==> config.mk <==
export PLATFORM = sky130hd
export DESIGN_NAME = mac_pe_pipe
export DESIGN_NICKNAME = d
export VERILOG_FILES = /design/src/rtl/mac_pe_pipe.sv
export SDC_FILE = /design/constraint.sdc
export NUM_CORES = 1
export LEC_CHECK = 0
export CORE_MARGIN = 10
export CORE_UTILIZATION = 50
export DETAILED_ROUTE_END_ITERATION = 16
export MAX_ROUTING_LAYER = met4
export PLACE_DENSITY = 0.7
export SLEW_MARGIN = 40
export SYNTH_ARGS = -nofsm -noshare
export SYNTH_HDL_FRONTEND = slang
export SYNTH_SLANG_ARGS = --single-unit
==> constraint.sdc <==
create_clock -name clk -period 11.46 [get_ports clk]
set_input_delay 1.146 -clock clk [delete_from_list [all_inputs] [get_ports clk]]
set_output_delay 1.146 -clock clk [all_outputs]
set_load 0.01 [all_outputs]
==> src/rtl/mac_pe_pipe.sv <==
// Systolic MAC PE: forwards A east / B south and accumulates a*b; define MAC_PE_SAT_EN to saturate the accumulator.
// Forward path 1 cycle, input-to-result 2 cycles; no backpressure, a new sample may be accepted every cycle.
module mac_pe_pipe #(
  parameter int DW = 8,
  parameter int AW = 2*DW+4
) (
  input  logic                 clk,
  input  logic                 rst,
  input  logic                 in_valid,
  input  logic signed [DW-1:0] a_in,
  input  logic signed [DW-1:0] b_in,
  input  logic                 in_clr,
  input  logic                 in_last,
  output logic signed [DW-1:0] a_out,
  output logic signed [DW-1:0] b_out,
  output logic                 valid_out,
  output logic signed [AW-1:0] res,
  output logic                 res_valid,
  output logic                 res_ovf
);

  localparam int PW = 2*DW;

`ifdef MAC_PE_SAT_EN
  localparam logic signed [AW-1:0] SAT_MAX = {1'b0, {(AW-1){1'b1}}};
  localparam logic signed [AW-1:0] SAT_MIN = {1'b1, {(AW-1){1'b0}}};
`endif

  logic signed [DW-1:0] a_fwd_q, a_fwd_d;
  logic signed [DW-1:0] b_fwd_q, b_fwd_d;
  logic                 v_fwd_q, v_fwd_d;

  logic                 vld1_q, vld1_d;
  logic signed [PW-1:0] prod1_q, prod1_d;
  logic                 clr1_q, clr1_d;
  logic                 last1_q, last1_d;

  logic signed [AW-1:0] acc_q, acc_d;
  logic                 ovf_q, ovf_d;
  logic signed [AW-1:0] res_q, res_d;
  logic                 res_vld_q, res_vld_d;
  logic                 res_ovf_q, res_ovf_d;

  logic signed [AW-1:0] acc_base;
  logic signed [AW-1:0] prod_ext;
  logic signed [AW-1:0] sum;
  logic signed [AW-1:0] acc_next;
  logic                 add_ovf;
  logic                 ovf_next;

  always_comb begin
    a_fwd_d = a_in;
    b_fwd_d = b_in;
    v_fwd_d = in_valid;

    // clr/last only mean something on a qualified sample
    vld1_d  = in_valid;
    prod1_d = prod1_q;
    clr1_d  = 1'b0;
    last1_d = 1'b0;
    if (in_valid) begin
      prod1_d = PW'(a_in) * PW'(b_in);
      clr1_d  = in_clr;
      last1_d = in_last;
    end
  end

  always_comb begin
    acc_base = clr1_q ? '0 : acc_q;
    prod_ext = AW'(prod1_q);
    sum      = acc_base + prod_ext;
    add_ovf  = (acc_base[AW-1] == prod_ext[AW-1]) && (sum[AW-1] != acc_base[AW-1]);
    acc_next = sum;
`ifdef MAC_PE_SAT_EN
    // both operands share a sign on overflow, so the base sign picks the rail
    if (add_ovf) begin
      acc_next = acc_base[AW-1] ? SAT_MIN : SAT_MAX;
    end
`endif
    ovf_next = (~clr1_q & ovf_q) | add_ovf;

    acc_d     = acc_q;
    ovf_d     = ovf_q;
    res_d     = res_q;
    res_ovf_d = res_ovf_q;
    res_vld_d = 1'b0;
    if (vld1_q) begin
      acc_d = acc_next;
      ovf_d = ovf_next;
      if (last1_q) begin
        res_d     = acc_next;
        res_ovf_d = ovf_next;
        res_vld_d = 1'b1;
      end
    end
  end

  always_ff @(posedge clk) begin
    if (rst) begin
      a_fwd_q   <= '0;
      b_fwd_q   <= '0;
      v_fwd_q   <= 1'b0;
      vld1_q    <= 1'b0;
      prod1_q   <= '0;
      clr1_q    <= 1'b0;
      last1_q   <= 1'b0;
      acc_q     <= '0;
      ovf_q     <= 1'b0;
      res_q     <= '0;
      res_vld_q <= 1'b0;
      res_ovf_q <= 1'b0;
    end else begin
      a_fwd_q   <= a_fwd_d;
      b_fwd_q   <= b_fwd_d;
      v_fwd_q   <= v_fwd_d;
      vld1_q    <= vld1_d;
      prod1_q   <= prod1_d;
      clr1_q    <= clr1_d;
      last1_q   <= last1_d;
      acc_q     <= acc_d;
      ovf_q     <= ovf_d;
      res_q     <= res_d;
      res_vld_q <= res_vld_d;
      res_ovf_q <= res_ovf_d;
    end
  end

  assign a_out     = a_fwd_q;
  assign b_out     = b_fwd_q;
  assign valid_out = v_fwd_q;
  assign res       = res_q;
  assign res_valid = res_vld_q;
  assign res_ovf   = res_ovf_q;

endmodule
==> Word level (Yosys, flattened, before mapping) <==
Index checks and enable logic that the tools add are counted.
{ "op_classes": {"add_sub_neg": 1, "n_mul": 1, "n_eq_ne": 2, "muxes": 2, "bitwise_logic": 5, "reduce_logical": 4} }
{ "ops": {"columns": ["cell", "count"], "rows": [
  ["$add 20x16->20", 1],
  ["$mux 20", 1],
  ["$mul 8x8->16", 1],
  ["$reduce_or 2->1", 2],
  ["$not 1->1", 3],
  ["$reduce_and 2->1", 1],
  ["$and 1x1->1", 1],
  ["$eq 1x1->1", 1],
  ["$logic_and 1x1->1", 1],
  ["$mux 1", 1],
  ["$ne 1x1->1", 1],
  ["$or 1x1->1", 1]
]} }
{ "totals": {"reg_bits": 78, "inputBits": 21, "output_inout_bits": 39, "elab_cells": 26} }

==> Depth between registers and ports, before layout <==
Gate-level depths: netlist of run 1.
{ "logic_depth": {"depth_word": 5, "ltp_mapped": 19, "ltp_nobuf": 19} }

==> Worst setup path after synthesis of run 1 <==
Ideal clock, no wire load.
{ "synth_timing": {"kind": "input -> register", "startpoint": "in a_in[7]", "endpoint": "reg prod1_q[15]", "setup_ns": 0.086, "arrival_time_ns": 5.075, "required_time_ns": 11.374, "slack_ns": 6.299, "stages": 16, "path_buffers": 0, "path_cell_list": "nand2_1 -> inv_1 -> fa_1 -> inv_1 -> fa_1 -> inv_1 -> fa_1 -> inv_1 -> fa_1 -> inv_1 -> ha_1 -> and2_1 -> a311oi_1 -> a21oi_1 -> xnor2_1 -> a211oi_1"} }
{ "synth_via": {"elab_chain_cells": 1} }
{ "synth_lines": {"columns": ["element", "line", "source"], "rows": [
  ["from (decl)", "10", "input logic signed [DW-1:0] a_in,"],
  ["$mul 8x8->16", "62", "prod1_d = PW'(a_in) * PW'(b_in);"],
  ["to (signal assigned)", "117", "prod1_q <= prod1_d;"],
  ["to (decl)", "34", "logic signed [PW-1:0] prod1_q, prod1_d;"]
]} }
No other way between the ends.
A chain may end at the register's enable or synchronous reset.

==> Final worst setup path of run 1 <==
{ "layout_timing": {"startpoint": "in b_in[2]", "endpoint": "reg prod1_q[15]"} }
{ "layout_via": {"elab_chain_cells": 1} }
{ "layout_lines": {"columns": ["element", "line", "source"], "rows": [
  ["from (decl)", "11", "input logic signed [DW-1:0] b_in,"],
  ["$mul 8x8->16", "62", null]
]} }
No other way between the ends.

==> results by group, run 1 <==
Clocking
  – Clock Sinks: 78
  – Reg clk slew, reported paths: 0.05 ns
  – CTS tree: yes
  – H-tree levels: 3
  – Max Root-Sink Buffers: 2
  – Hold-fix buffers at CTS: 0
  – Post-CTS Resized: 0
  – Setup bufs post-CTS: 0
  – Worst-Skew Late Latency: 0.34 ns
  – CTS root buf: clkbuf_16
  – Num CTS Buffers: 9

Power
  – Net Sw Frac: 0.380
  – Cell leakage power: 3.21 nW
  – Net Switching: 462 uW
  – Tot Pwr: 1.22 mW
  – Peak VDD IR: 0.0872 mV
  – Clock network fraction of total power: 0.230
  – Pwr Density: 167 nW/um^2
  – Combinational Power Share: 0.507
  – P_int: 754 uW
  – Seq pwr share: 0.263

Finish
  – Antenna Cells: 0
  – Area of the multi-input gates: 4270 sq um
  – Final nets: 882
  – Sequential Area: 1560 sq um
  – Layout cells sized above 1: 0.0381
  – Fill count: 1,110
  – P&R area growth vs syn: 15.7%

Placed design
  – Buffers on Ports: 59
  – Gpl congestion: 0.903
  – Hpwl dp: 10,300 microns

Critical path
  – Crit path max fanout: 9
  – Crit path DAT: 5.97 ns
  – CP required: 11.71 ns
  – CP endpoint kind: register
  – Crit path kind: in2reg
  – Startpoint Class: primary input

Route
  – Initial DRC Count: 255
  – Wirelength per Cell: 14.4 microns
  – DR pass1 iterations: 4
  – Antenna violation net count after detailed routing: 0
  – Drt total wl: 13,400 microns
  – Vias per inst: 5.20
  – Residual DRC: 0
  – Vias: 4,833

GRT
  – GRT overflow: 0
  – Largest net degree at the start of global routing: 80
  – Vias in the first global route: 5,029
  – Tot GR Track Use: 0.162
  – Antenna violations before repair: 0
  – First-pass GRT wire length: 23,400 microns

Timing
  – Slew HR: 0.573
  – Slew Limit Fails: 0
  – F_max: 0.175 GHz
  – Unrepaired setup endpoints after global routing: false
  – Slew @ Worst Pin: 0.639 ns
  – Final Hold Fails: 0
  – Setup Skew: 0.00718 ns
  – Final setup fails: 0
  – TNS Setup: 0 ns
  – Final Cycle Share: 0.498
  – Minimum clock period: 5.71 ns

Logic synthesis
  – Net Count, Synth: 837
  – Ys async rst share: 0
  – Area leader, netlist: dfxtp_1
  – Register bit count reported by yosys: 78
  – Synth cell types: 52
  – Synth Warn #: 0
  – Mapped Area: 6280 sq um
  – Post-synth top area share: 0.249
  – Area contributors post-synth: dfxtp_1, fa_1, ha_1
  – Sequential area share after synthesis: 0.249
  – Post-Synthesis Cells: 712
  – Number of enable flip-flop cells after synthesis: 0
  – Top_reg_cell synth: dfxtp_1
  – Syn avg cell area: 8.82 sq um

Die
  – IO Pins: 60
  – Total core area: 12,200 sq um
  – Initial Utilization: 0.516
  – # rows: 40
  – Vert. Die Dim: 132 microns
  – Chip width: 132 microns
  – Die area: 17,400 sq um

Flow run
  – MaxCap Viol Count: 0

Run status
  – Status: completed

Worst hold path
  – Hold Path Class: reg2reg
## layout by cell type, fill, tap and decap left out, drive strengths merged, types with 3 or more instances in the layout
cell type and count:
a2111oi 3, a211oi 11, a21boi 5, a21o 7, a21oi 37, a311o 3
a31oi 3, and2 48, and3 7, buf 4, clkbuf 14, clkdlybuf4s50 57
dfxtp 78, fa 56, ha 48, inv 89, mux2i 21, nand2 55
nand2b 11, nand3 17, nand3b 4, nand4 3, nor2 43, nor2b 42
nor3 8, nor3b 3, nor4 3, o211ai 3, o21a 8, o21ai 21
o311ai 3, xnor2 19, xor2 5
## sequential cells by signal (all words and copies together) (netlist names), 8 cells and up
signal   cells
acc_q       20
res         20
prod1_q     16
b_out        8
a_out        8
## power groups by stage
stage,Combinational [mW],Clock [mW],Sequential (mW)
final,0.616,0.280,0.320
after global placement,0.598,0,0.324
after CTS,0.623,0.285,0.320
after floorplan,0.502,0,0.320
after global routing,0.714,0.294,0.323
after detailed placement,0.620,0,0.325
## logic make-up after synthesis
kind of cell,synth area share
xor+xnor,0.0335
mux,0.0353
simple gates,0.209
flops,0.249
buf+inv,0.0710
compound gates,0.128
fa+ha+maj,0.274
## path summary, 6_finish.rpt
| path | startpoint | end | slack [ns] | depth (start not counted) |
|---|---|---|---|---|
| worst max-delay path | b_in[2] | prod1_q[15]$_SDFFE_PP0P_ | 5.75 | 17 |
| worst min-delay path | res[3]$_SDFFE_PP0P_ | res[3]$_SDFFE_PP0P_ | 0.45 | 2 |
| worst max register to register | clr1_q$_SDFF_PP0_ | ovf_q$_SDFFE_PP0P_ | 8.61 | 10 |
| worst min register to register | res[3]$_SDFFE_PP0P_ | res[3]$_SDFFE_PP0P_ | 0.45 | 2 |
## cells in the mapped netlist (4+ instances only)
library cell	instances
and3_1	7
dfxtp_1	78
mux2i_1	21
nor3_1	8
nand3b_1	4
xor2_1	5
ha_1	48
buf_1	4
a21oi_1	33
o21ai_0	10
xnor2_1	19
a21o_1	7
nor2b_1	42
a21oi_2	4
nor2_1	43
a21boi_1	5
and2_1	48
nand2_1	55
nand2b_1	11
inv_1	89
fa_1	56
o21a_1	8
clkbuf_1	19
a211oi_1	11
o21ai_1	10
nand3_1	17
## stage by stage
step                cells  setup WS, ns  hold slack, ns  area, sq um   util
floorplan             712          6.30           0.441         6280      -
global placement      914          5.53           0.444         6980  0.574
detailed placement    914          5.38           0.446         6970  0.573
CTS                   929          5.74           0.453         7260  0.597
global route          929          5.35           0.482         7260  0.597
finish                929          5.75           0.450         7260  0.597
## routing by layer
metal | vias up | global-route usage | share of wire | wire (microns)
met1 | 2302 | 0.188 | 0.45 | 5970
met2 | 82 | 0.273 | 0.50 | 6660
met5 | - | - | 0 | 0
li1 | 2435 | - | - | -
met3 | 14 | 0.0389 | 0.044 | 595
met4 | 0 | 0.0464 | 0.012 | 157
## area by class of cell
cell class	instances	share of cell area
tap	168	0.0289
timing repair buffer	61	0.0825
multi-input combinational	518	0.588
clock inverter	1	0.00413
sequential	78	0.215
inverter	89	0.0460
clock buffer	14	0.0350
## worst max-delay path: stages
cell,delay (ns)
clkdlybuf4s50_1,0.55
nand2_1,0.18
inv_1,0.10
fa_1,0.67
inv_1,0.15
fa_1,0.55
inv_1,0.05
fa_1,0.53
inv_1,0.05
fa_1,0.52
inv_1,0.04
ha_1,0.34
and2_1,0.18
a311oi_1,0.39
a21oi_1,0.14
xnor2_1,0.15
a211oi_1,0.21
No activity file was read; power rests on OpenSTA's default activity.
==> run 2: changes to the inputs <==
--- a/config.mk
+++ b/config.mk
@@ -9,7 +9,7 @@
 export CORE_UTILIZATION = 50
 export DETAILED_ROUTE_END_ITERATION = 16
 export MAX_ROUTING_LAYER = met4
-export PLACE_DENSITY = 0.7
+export PLACE_DENSITY = 0.73
 export SLEW_MARGIN = 40
 export SYNTH_ARGS = -nofsm -noshare
 export SYNTH_HDL_FRONTEND = slang
==> constraint.sdc (replaced) <==
create_clock -name clk -period 5.04 [get_ports clk]
set_input_delay 0.504 -clock clk [delete_from_list [all_inputs] [get_ports clk]]
set_output_delay 0.504 -clock clk [all_outputs]
set_load 0.01 [all_outputs]
==> run 2 against run 1 <==
Effect of this change: worst setup slack worse by 5.6 ns; first-iteration DRC count shrank 5.1%; critical path depth is 2 lower; clock skew down 0.0017 ns; critical path type unchanged; highest routed layer unchanged; non-clock buffer count is 28 higher.
==> results by group, run 2 (synthesis results as in run 1) <==
Route
  – Wirelength per Cell: 14.7 microns
  – Vias per inst: 5.26
  – Drt total wl: 14,100 microns
  – DR pass1 iterations: 4
  – Residual DRC: 0
  – Antenna violation net count after detailed routing: 0
  – Initial DRC Count: 242
  – Vias: 5,036

Critical path
  – CP required: 5.30 ns
  – Startpoint Class: primary input
  – CP endpoint kind: register
  – Slack of the worst reg-to-reg path: 1.99 ns
  – Crit path DAT: 5.10 ns
  – Crit path kind: in2reg
  – Crit path max fanout: 5

Timing
  – Setup Skew: 0.00549 ns
  – F_max: 0.206 GHz
  – Unrepaired setup endpoints after global routing: false
  – Final Cycle Share: 0.961
  – Worst setup margin: 0.197 ns
  – Final Hold Fails: 0
  – TNS Setup: 0 ns
  – Slew @ Worst Pin: 0.815 ns
  – Slew Limit Fails: 0
  – Final setup fails: 0
  – Minimum clock period: 4.84 ns
  – Slew HR: 0.455

GRT
  – First-pass GRT wire length: 24,300 microns
  – GRT overflow: 0
  – Largest net degree at the start of global routing: 80
  – Vias in the first global route: 5,244
  – Tot GR Track Use: 0.170
  – Antenna violations before repair: 0

Placed design
  – Gpl congestion: 0.953
  – Hpwl dp: 11,100 microns
  – Buffers on Ports: 59
  – Post-place setup slack: -0.141 ns

Power
  – Net Sw Frac: 0.384
  – Pwr Density: 383 nW/um^2
  – Net Switching: 1.10 mW
  – Tot Pwr: 2.86 mW
  – Clock network fraction of total power: 0.214
  – Cell leakage power: 3.33 nW
  – Combinational Power Share: 0.532
  – P_int: 1.76 mW
  – Seq pwr share: 0.254
  – Peak VDD IR: 0.232 mV

Flow run
  – MaxCap Viol Count: 0

Clocking
  – Num CTS Buffers: 9
  – Max Root-Sink Buffers: 2
  – Hold-fix buffers at CTS: 0
  – Post-CTS Resized: 0
  – H-tree levels: 3
  – Setup bufs post-CTS: 0
  – CTS tree: yes
  – CTS root buf: clkbuf_16
  – Clock Sinks: 78
  – Reg clk slew, reported paths: 0.06 ns
  – Worst-Skew Late Latency: 0.34 ns

Die
  – Initial Utilization: 0.516
  – IO Pins: 60
  – Die area: 17,400 sq um
  – # rows: 40
  – Total core area: 12,200 sq um
  – Chip width: 132 microns
  – Vert. Die Dim: 132 microns

Finish
  – Commonest cells after routing, fill and taps aside: inv_1, dfxtp_1, clkdlybuf4s50_1, fa_1, nand2_1
  – Antenna Cells: 0
  – Final nets: 910
  – Leading cell type in the layout, fill and taps excluded: inv_1
  – Core Util, Final: 0.614
  – Layout cells sized above 1: 0.0747
  – Fill count: 1,054
  – P&R area growth vs syn: 18.9%

Worst hold path
  – Hold Path Class: reg2reg

Run status
  – Status: completed
[run 2: cell count changes in the layout (fill, tap and decap cells not counted), sizes merged]
cell,delta
clkinv,+2
clkinvlp,+2
bufinv,-1
clkbuf,-3
buf,+28
inv,+1
[run 2: area by class of cell]
| cell class | instances | area (sq um) | share of cell area |
|---|---|---|---|
| Sequential cell | 78 | 1560 | 0.209 |
| Inverter | 89 | 334 | 0.0448 |
| Timing Repair Buffer | 89 | 810 | 0.108 |
| Clock inverter | 5 | 33.8 | 0.00453 |
| Clock buffer | 11 | 243 | 0.0325 |
| Multi-Input combinational cell | 518 | 4270 | 0.572 |
| Tap cell | 168 | 210 | 0.0282 |
[run 2: path summary, 6_finish.rpt]
kind,endpoint,depth (start not counted),startpoint
setup / recovery,prod1_q[15]$_SDFFE_PP0P_,15,b_in[7]
setup reg to reg,ovf_q$_SDFFE_PP0P_,10,clr1_q$_SDFF_PP0_
hold / removal,res[6]$_SDFFE_PP0P_,2,res[6]$_SDFFE_PP0P_
hold reg to reg,res[6]$_SDFFE_PP0P_,2,res[6]$_SDFFE_PP0P_
[run 2: stage by stage]
stage               cell area, sq um  hold WS (ns)  instances
floorplan                       6280         0.441        712
global placement                7190         0.444        942
detailed placement              7180         0.446        942
CTS                             7460         0.454        958
global route                    7460         0.473        958
finish                          7460         0.452        958
[run 2: worst max-delay path, cell delays in order]
cell	delay (ns)
clkdlybuf4s50_1	0.56
nor2b_1	0.24
fa_1	0.47
fa_1	0.54
fa_1	0.54
inv_1	0.05
fa_1	0.52
inv_1	0.04
ha_1	0.30
o21a_1	0.19
o21a_1	0.18
a311oi_1	0.44
a21oi_1	0.14
xnor2_1	0.16
a211oi_1	0.22
[run 2: routing by layer]
metal | vias to the layer above | global-route usage | routed length, microns
met3 | 24 | 0.0408 | 650
met5 | - | - | 0
met4 | 0 | 0.0674 | 268
met2 | 102 | 0.290 | 7040
met1 | 2408 | 0.187 | 6090
li1 | 2502 | - | -
[run 2: power by group through the flow]
stage | sequential (mW) | combinational [mW] | clock (mW)
2_1_floorplan | 0.728 | 1.14 | 0
4_1_cts | 0.726 | 1.53 | 0.627
5_1_grt | 0.735 | 1.76 | 0.653
3_5_place_dp | 0.738 | 1.53 | 0
3_3_place_gp | 0.738 | 1.46 | 0
6_report | 0.726 | 1.52 | 0.611
